`src/rtl/date_seg_pkg.sv`:
```
// Shared constants and helpers for the BCD date counter and its 7-segment display.
// Segment codes are active-low {g,f,e,d,c,b,a}.
package date_seg_pkg;

    localparam logic [6:0] SEG_0     = 7'h40;
    localparam logic [6:0] SEG_1     = 7'h79;
    localparam logic [6:0] SEG_2     = 7'h24;
    localparam logic [6:0] SEG_3     = 7'h30;
    localparam logic [6:0] SEG_4     = 7'h19;
    localparam logic [6:0] SEG_5     = 7'h12;
    localparam logic [6:0] SEG_6     = 7'h02;
    localparam logic [6:0] SEG_7     = 7'h78;
    localparam logic [6:0] SEG_8     = 7'h00;
    localparam logic [6:0] SEG_9     = 7'h10;
    localparam logic [6:0] SEG_BLANK = 7'h7F;

    typedef enum logic [1:0] {
        DB_IDLE,
        DB_PRESS_WAIT,
        DB_HELD,
        DB_RELEASE_WAIT
    } deb_state_t;

    function automatic logic [6:0] bcd_to_seg(input logic [3:0] digit);
        logic [6:0] seg;
        case (digit)
            4'd0:    seg = SEG_0;
            4'd1:    seg = SEG_1;
            4'd2:    seg = SEG_2;
            4'd3:    seg = SEG_3;
            4'd4:    seg = SEG_4;
            4'd5:    seg = SEG_5;
            4'd6:    seg = SEG_6;
            4'd7:    seg = SEG_7;
            4'd8:    seg = SEG_8;
            4'd9:    seg = SEG_9;
            default: seg = SEG_BLANK;
        endcase
        return seg;
    endfunction

    // Two-digit years 2000-2099: divisible by 4 reduces to a tens-parity/units test.
    function automatic logic is_leap(input logic [7:0] year_bcd);
        logic [3:0] units;
        units = year_bcd[3:0];
        if (!year_bcd[4])
            return (units == 4'd0) || (units == 4'd4) || (units == 4'd8);
        else
            return (units == 4'd2) || (units == 4'd6);
    endfunction

    function automatic logic [7:0] days_in_month(input logic [7:0] month_bcd,
                                                 input logic [7:0] year_bcd);
        logic [7:0] dim;
        case (month_bcd)
            8'h02:                      dim = is_leap(year_bcd) ? 8'h29 : 8'h28;
            8'h04, 8'h06, 8'h09, 8'h11: dim = 8'h30;
            default:                    dim = 8'h31;
        endcase
        return dim;
    endfunction

    // Two-digit BCD increment, 99 wraps to 00.
    function automatic logic [7:0] bcd_inc(input logic [7:0] val);
        logic [7:0] res;
        if (val[3:0] == 4'd9) begin
            res[3:0] = 4'd0;
            res[7:4] = (val[7:4] == 4'd9) ? 4'd0 : val[7:4] + 4'd1;
        end else begin
            res[3:0] = val[3:0] + 4'd1;
            res[7:4] = val[7:4];
        end
        return res;
    endfunction

endpackage

```
`src/rtl/date_seg_counter_debounce.sv`:
```
// Push-button conditioner: 2-FF synchronizer plus press/release debounce FSM
// producing a single-cycle pulse per accepted press.
module btn_debounce
    import date_seg_pkg::*;
#(
    parameter int unsigned DEBOUNCE_CYCLES = 500000
) (
    input  logic clk,
    input  logic rst,
    input  logic btn,
    output logic press_pulse
);

    localparam int CNT_W = $clog2(DEBOUNCE_CYCLES);

    logic             sync_1;
    logic             btn_s;
    logic [1:0]       sync_valid;
    logic             armed;
    logic [CNT_W-1:0] cnt;
    logic             cnt_done;
    logic             cnt_clr;
    logic             cnt_inc;
    logic             pulse_set;
    deb_state_t       state;
    deb_state_t       state_next;

    assign cnt_done = (cnt == CNT_W'(DEBOUNCE_CYCLES - 1));

    always_ff @(posedge clk) begin
        if (rst) begin
            sync_1     <= 1'b1;
            btn_s      <= 1'b1;
            sync_valid <= '0;
        end else begin
            sync_1     <= btn;
            btn_s      <= sync_1;
            sync_valid <= {sync_valid[0], 1'b1};
        end
    end

    // The synchronizer is preset to "released", so a button held through reset would
    // look like a fresh press; presses are ignored until a real release reaches btn_s.
    always_ff @(posedge clk) begin
        if (rst)
            armed <= 1'b0;
        else if (sync_valid[1] && btn_s)
            armed <= 1'b1;
    end

    always_ff @(posedge clk) begin
        if (rst) begin
            state       <= DB_IDLE;
            cnt         <= '0;
            press_pulse <= 1'b0;
        end else begin
            state       <= state_next;
            press_pulse <= pulse_set;
            if (cnt_clr)
                cnt <= '0;
            else if (cnt_inc)
                cnt <= cnt + 1'b1;
        end
    end

    always_comb begin
        state_next = state;
        case (state)
            DB_IDLE:
                if (!btn_s && armed)
                    state_next = DB_PRESS_WAIT;
            DB_PRESS_WAIT:
                if (btn_s)
                    state_next = DB_IDLE;
                else if (cnt_done)
                    state_next = DB_HELD;
            DB_HELD:
                if (btn_s)
                    state_next = DB_RELEASE_WAIT;
            DB_RELEASE_WAIT:
                if (!btn_s)
                    state_next = DB_HELD;
                else if (cnt_done)
                    state_next = DB_IDLE;
            default:
                state_next = DB_IDLE;
        endcase
    end

    always_comb begin
        cnt_clr   = (state == DB_IDLE) || (state == DB_HELD);
        cnt_inc   = !cnt_done &&
                    (((state == DB_PRESS_WAIT) && !btn_s) ||
                     ((state == DB_RELEASE_WAIT) && btn_s));
        pulse_set = (state == DB_PRESS_WAIT) && !btn_s && cnt_done;
    end

endmodule

```
`src/rtl/date_seg_counter.sv`:
```
// Six-digit YY-MM-DD calendar advanced one day per debounced button press,
// shown on six registered active-low 7-segment buses.
module date_seg_counter
    import date_seg_pkg::*;
#(
    parameter int unsigned DEBOUNCE_CYCLES = 500000,
    parameter logic [7:0]  RESET_YEAR      = 8'h24,
    parameter logic [7:0]  RESET_MONTH     = 8'h02,
    parameter logic [7:0]  RESET_DAY       = 8'h28
) (
    input  logic        clk,
    input  logic        rst,
    input  logic        btn,
    output logic [6:0]  year_1,
    output logic [6:0]  year_2,
    output logic [6:0]  month_1,
    output logic [6:0]  month_2,
    output logic [6:0]  day_1,
    output logic [6:0]  day_2,
    output logic [23:0] date_bcd,
    output logic        adv_pulse
);

    logic [7:0] year;
    logic [7:0] month;
    logic [7:0] day;
    logic [7:0] year_next;
    logic [7:0] month_next;
    logic [7:0] day_next;

    btn_debounce #(
        .DEBOUNCE_CYCLES(DEBOUNCE_CYCLES)
    ) u_btn_debounce (
        .clk        (clk),
        .rst        (rst),
        .btn        (btn),
        .press_pulse(adv_pulse)
    );

    always_comb begin
        year_next  = year;
        month_next = month;
        day_next   = bcd_inc(day);
        if (day == days_in_month(month, year)) begin
            day_next = 8'h01;
            if (month == 8'h12) begin
                month_next = 8'h01;
                year_next  = bcd_inc(year);
            end else begin
                month_next = bcd_inc(month);
            end
        end
    end

    always_ff @(posedge clk) begin
        if (rst) begin
            year  <= RESET_YEAR;
            month <= RESET_MONTH;
            day   <= RESET_DAY;
        end else if (adv_pulse) begin
            year  <= year_next;
            month <= month_next;
            day   <= day_next;
        end
    end

    assign date_bcd = {year, month, day};

    always_ff @(posedge clk) begin
        if (rst) begin
            year_1  <= bcd_to_seg(RESET_YEAR[7:4]);
            year_2  <= bcd_to_seg(RESET_YEAR[3:0]);
            month_1 <= bcd_to_seg(RESET_MONTH[7:4]);
            month_2 <= bcd_to_seg(RESET_MONTH[3:0]);
            day_1   <= bcd_to_seg(RESET_DAY[7:4]);
            day_2   <= bcd_to_seg(RESET_DAY[3:0]);
        end else begin
            year_1  <= bcd_to_seg(year[7:4]);
            year_2  <= bcd_to_seg(year[3:0]);
            month_1 <= bcd_to_seg(month[7:4]);
            month_2 <= bcd_to_seg(month[3:0]);
            day_1   <= bcd_to_seg(day[7:4]);
            day_2   <= bcd_to_seg(day[3:0]);
        end
    end

endmodule

```
`config.mk`:
```
export PLATFORM = sky130hd
export DESIGN_NAME = date_seg_counter
export DESIGN_NICKNAME = d
export VERILOG_FILES = /design/src/rtl/date_seg_pkg.sv /design/src/rtl/date_seg_counter_debounce.sv /design/src/rtl/date_seg_counter.sv
export SDC_FILE = /design/constraint.sdc
export NUM_CORES = 1
export LEC_CHECK = 0
export CAP_MARGIN = 20
export CORE_MARGIN = 2
export CORE_UTILIZATION = 49
export DETAILED_ROUTE_END_ITERATION = 8
export PLACE_DENSITY = 0.86
export SKIP_CTS_REPAIR_TIMING = 1
export SLEW_MARGIN = 25
export SYNTH_ARGS = -nofsm -noshare
export SYNTH_HDL_FRONTEND = slang
export SYNTH_SLANG_ARGS = --single-unit
```
`constraint.sdc`:
```
create_clock -name clk -period 2.25 [get_ports clk]
set_input_delay 0.3375 -clock clk [delete_from_list [all_inputs] [get_ports clk]]
set_output_delay 0.3375 -clock clk [all_outputs]
set_load 0.005 [all_outputs]
```
==> impl_results.md, run 1 <==
* Max clock buf depth at 2
* Post-synth EDFFs at 0
* CTS Root Cell: clkbuf_8
* Row Count at 35
* # port buffers at 69
* Crit start category: flip-flop
* Final core utilization at 0.652
* Period utilization at 1.04
* Area Growth Syn to Fin at 31.7%
* CP arrival at 2.59 ns
* First-pass GRT wire length at 19000 um
* Total power at 2.91 mW
* N_diodes at 0
* Post-Syn Instances at 546
* Max cap viols at 0
* Die Height at 100 um
* Distinct cells, synth at 54
* Initial DRC count at 289
* Yosys reg bits at 93
* Layout cells sized above 1 at 0.150
* Total CTS buffers at 9
* Synth area leaders: dfxtp_1 (41%), ha_1 (8.3%), a21oi_1 (5.7%)
* Worst-Skew Late Latency at 0.36 ns
* CTS tree: built
* RSZ-0062 raised after global routing: true
* Cell Chain, Critical Path: or4_4, a21oi_1, a31oi_1, nor3_2, o21a_2, buf_6, nand4_1, a211o_1
* Final setup TNS at -0.438 ns
* Final net count at 682
* Max stage delay on crit path at 0.59 ns
* Area leader, netlist: dfxtp_1
* Max Slew Vio Count at 0
* DRT Wirelength at 11600 um
* Drt wl/cell at 15.2 um
* Final Hold Viols at 0
* Initial Utilization at 0.496
* Fmax at 0.426 GHz
* Detailed-route DRC error count at 0
* Critical path's slowest cell: or4_4
* Post-layout min period at 2.34 ns
* Die area at 10000 um2
* Largest net degree at the start of global routing at 34
* Vias per inst at 5.80
* DRT Pass-1 Iters at 5
* Slew HR at 0.619
* DRT antenna net count at 0
* Initial antenna violation count at 0
* Detailed placer's ending HPWL at 8010 um
* Leakage at 2.24 nW
* Via count at 4440
* Synth warnings at 0
* Worst slew pin tran at 0.568 ns
* Final setup skew at 0.00894 ns
* Die Wd at 100 um
* Post-Syn Nets at 579
* GRT overflow at 0
* Average cell area after synthesis at 8.27 um2
* Post-synth ARST share at 0
* Clock Pin Slew Worst Setup and Hold Paths at 0.10 ns
* Status: finished with violations
* Vias in the first global route at 4152
* Yosys top cell area share at 0.412
* Crit path capture type: flip-flop
* Gpl congestion at 0.905
* HP Class: in2reg
* CTS Sinks at 93
* # H-tree levels at 3
* Post-route setup slack at -0.0948 ns
* FILL cells at 723
* Endpoints failing setup at 12
* Core Area at 9110 um2
* Failing checks: negative setup slack
* Crit Path Max Fanout at 6
* VDD IR-drop max at 0.000331 V
* WP data required at 2.50 ns
* Most common flop cell mapped by yosys: dfxtp_1
* Mapped cell area at 4510 um2
* Number of I/O pins at 70
* Sequential area share after synthesis at 0.412
* Total Routing Usage GR at 0.228
* Worst Setup Path Type: reg2reg
* P per Cell Area at 490 nW/um2
-- layout make-up --
| class | instances | area [um2] | share of cell area |
|---|---|---|---|
| Timing Repair Buffer | 118 | 1060 | 0.178 |
| Tap cell | 111 | 139 | 0.0234 |
| Clock buffer | 10 | 138 | 0.0232 |
| Sequential cell | 93 | 1870 | 0.314 |
| Inverter | 28 | 105 | 0.0177 |
| Multi-Input combinational cell | 399 | 2570 | 0.432 |
| Clock inverter | 6 | 71.3 | 0.0120 |
-- where the power goes --
group / leakage [nW] / total, mW / switching, mW / internal (mW)
clock network: 0.0991 / 1.17 / 0.613 / 0.552
registers: 0.752 / 1.66 / 0.00708 / 1.65
logic: 1.39 / 0.0851 / 0.0491 / 0.0360
total: 2.24 / 2.91 / 0.670 / 2.24
-- final timing paths --
kind,start,to,slack (ns),cells past startpoint
setup / recovery,month[6]$_SDFFE_PP0P_,year[2]$_SDFFE_PP1P_,-0.09,8
hold / removal,rst,month[5]$_SDFFE_PP0P_,0.38,4
setup reg to reg,month[6]$_SDFFE_PP0P_,year[2]$_SDFFE_PP1P_,-0.09,8
hold reg to reg,u_btn_debounce.sync_1$_SDFF_PP1_,u_btn_debounce.btn_s$_SDFF_PP1_,0.42,1
-- flip-flops by register name (all words and copies together), names as in the netlist, named ones only --
signal                      flops
day                             8
day_1                           7
day_2                           7
month                           8
month_1                         7
month_2                         7
u_btn_debounce.armed            1
u_btn_debounce.btn_s            1
u_btn_debounce.cnt             19
u_btn_debounce.press_pulse      1
u_btn_debounce.state            1
u_btn_debounce.sync_1           1
u_btn_debounce.sync_valid       2
year                            8
year_1                          7
year_2                          7
-- worst max-delay path: cells and delay by family (launching register included) --
kind            cells  cell delay, ns
simple gates        3            1.02
buf+inv             1            0.11
flops               1            0.33
compound gates      4            0.77
-- through the flow --
step                instance area (um2)  setup slack (ns)  hold WS [ns]  cells
finish                             5940           -0.0948         0.376    765
global route                       5940            -0.194         0.407    765
CTS                                5800            -0.103         0.362    763
detailed placement                 5590           -0.0944         0.410    747
global placement                   5590           -0.0194         0.400    747
floorplan                          4520           0.00492         0.389    546
-- kinds of logic (layout without fill, tap and decap cells) --
logic type      count (synthesis)  after routing  synth area share
compound gates                133            133             0.178
xor+xnor                       19             19            0.0369
fa+ha+maj                      30             30            0.0831
buf+inv                        54            162            0.0455
flops                          93             93             0.412
mux                             5              5            0.0111
simple gates                  212            212             0.233
-- cells in the final DEF (no fill, tap or decap), types with 4 or more instances in the layout --
| cell | Yosys | routed |
|---|---|---|
| a211oi_1 | 7 | 7 |
| a21oi_1 | 51 | 48 |
| a21oi_2 | 1 | 4 |
| a221oi_1 | 4 | 4 |
| a311oi_1 | 5 | 5 |
| a31oi_1 | 4 | 4 |
| and3_1 | 7 | 7 |
| buf_4 | 0 | 48 |
| clkbuf_8 | 0 | 10 |
| clkdlybuf4s50_1 | 0 | 68 |
| dfxtp_1 | 93 | 90 |
| ha_1 | 30 | 29 |
| inv_1 | 27 | 27 |
| mux2i_1 | 5 | 5 |
| nand2_1 | 56 | 55 |
| nand2b_1 | 6 | 6 |
| nand3_1 | 22 | 22 |
| nand3b_1 | 4 | 4 |
| nand4_1 | 9 | 9 |
| nor2_1 | 54 | 53 |
| nor3_1 | 14 | 12 |
| nor4_1 | 9 | 4 |
| o21a_1 | 5 | 4 |
| o21ai_0 | 37 | 35 |
| or2_2 | 6 | 6 |
| or3_1 | 5 | 5 |
| xnor2_1 | 8 | 8 |
| xor2_1 | 11 | 11 |
-- synthesized netlist by cell type, types with 6 or more instances --
| cell | count |
|---|---|
| nand2b_1 | 6 |
| ha_1 | 30 |
| or2_2 | 6 |
| nor3_1 | 14 |
| nand3_1 | 22 |
| nor2_1 | 54 |
| o21ai_0 | 37 |
| a211oi_1 | 7 |
| xnor2_1 | 8 |
| a21oi_1 | 51 |
| and3_1 | 7 |
| nor4_1 | 9 |
| nand2_1 | 56 |
| xor2_1 | 11 |
| dfxtp_1 | 93 |
| clkbuf_1 | 22 |
| inv_1 | 27 |
| nand4_1 | 9 |
-- routing by layer --
layer,up-vias,share of wire,GRT usage
met5,-,0,0
met4,0,0.014,0.0822
met3,18,0.060,0.0446
met2,189,0.50,0.399
met1,2107,0.42,0.278
li1,2126,-,-
Power figures use the tool's default switching activity.
==> inputs of run 2 (changes only) <==
CTS_CLUSTER_SIZE = 10   (was unset)
==> results of run 2 <==
Same layout as run 1: the final DEF is identical, and so are final timing and power.
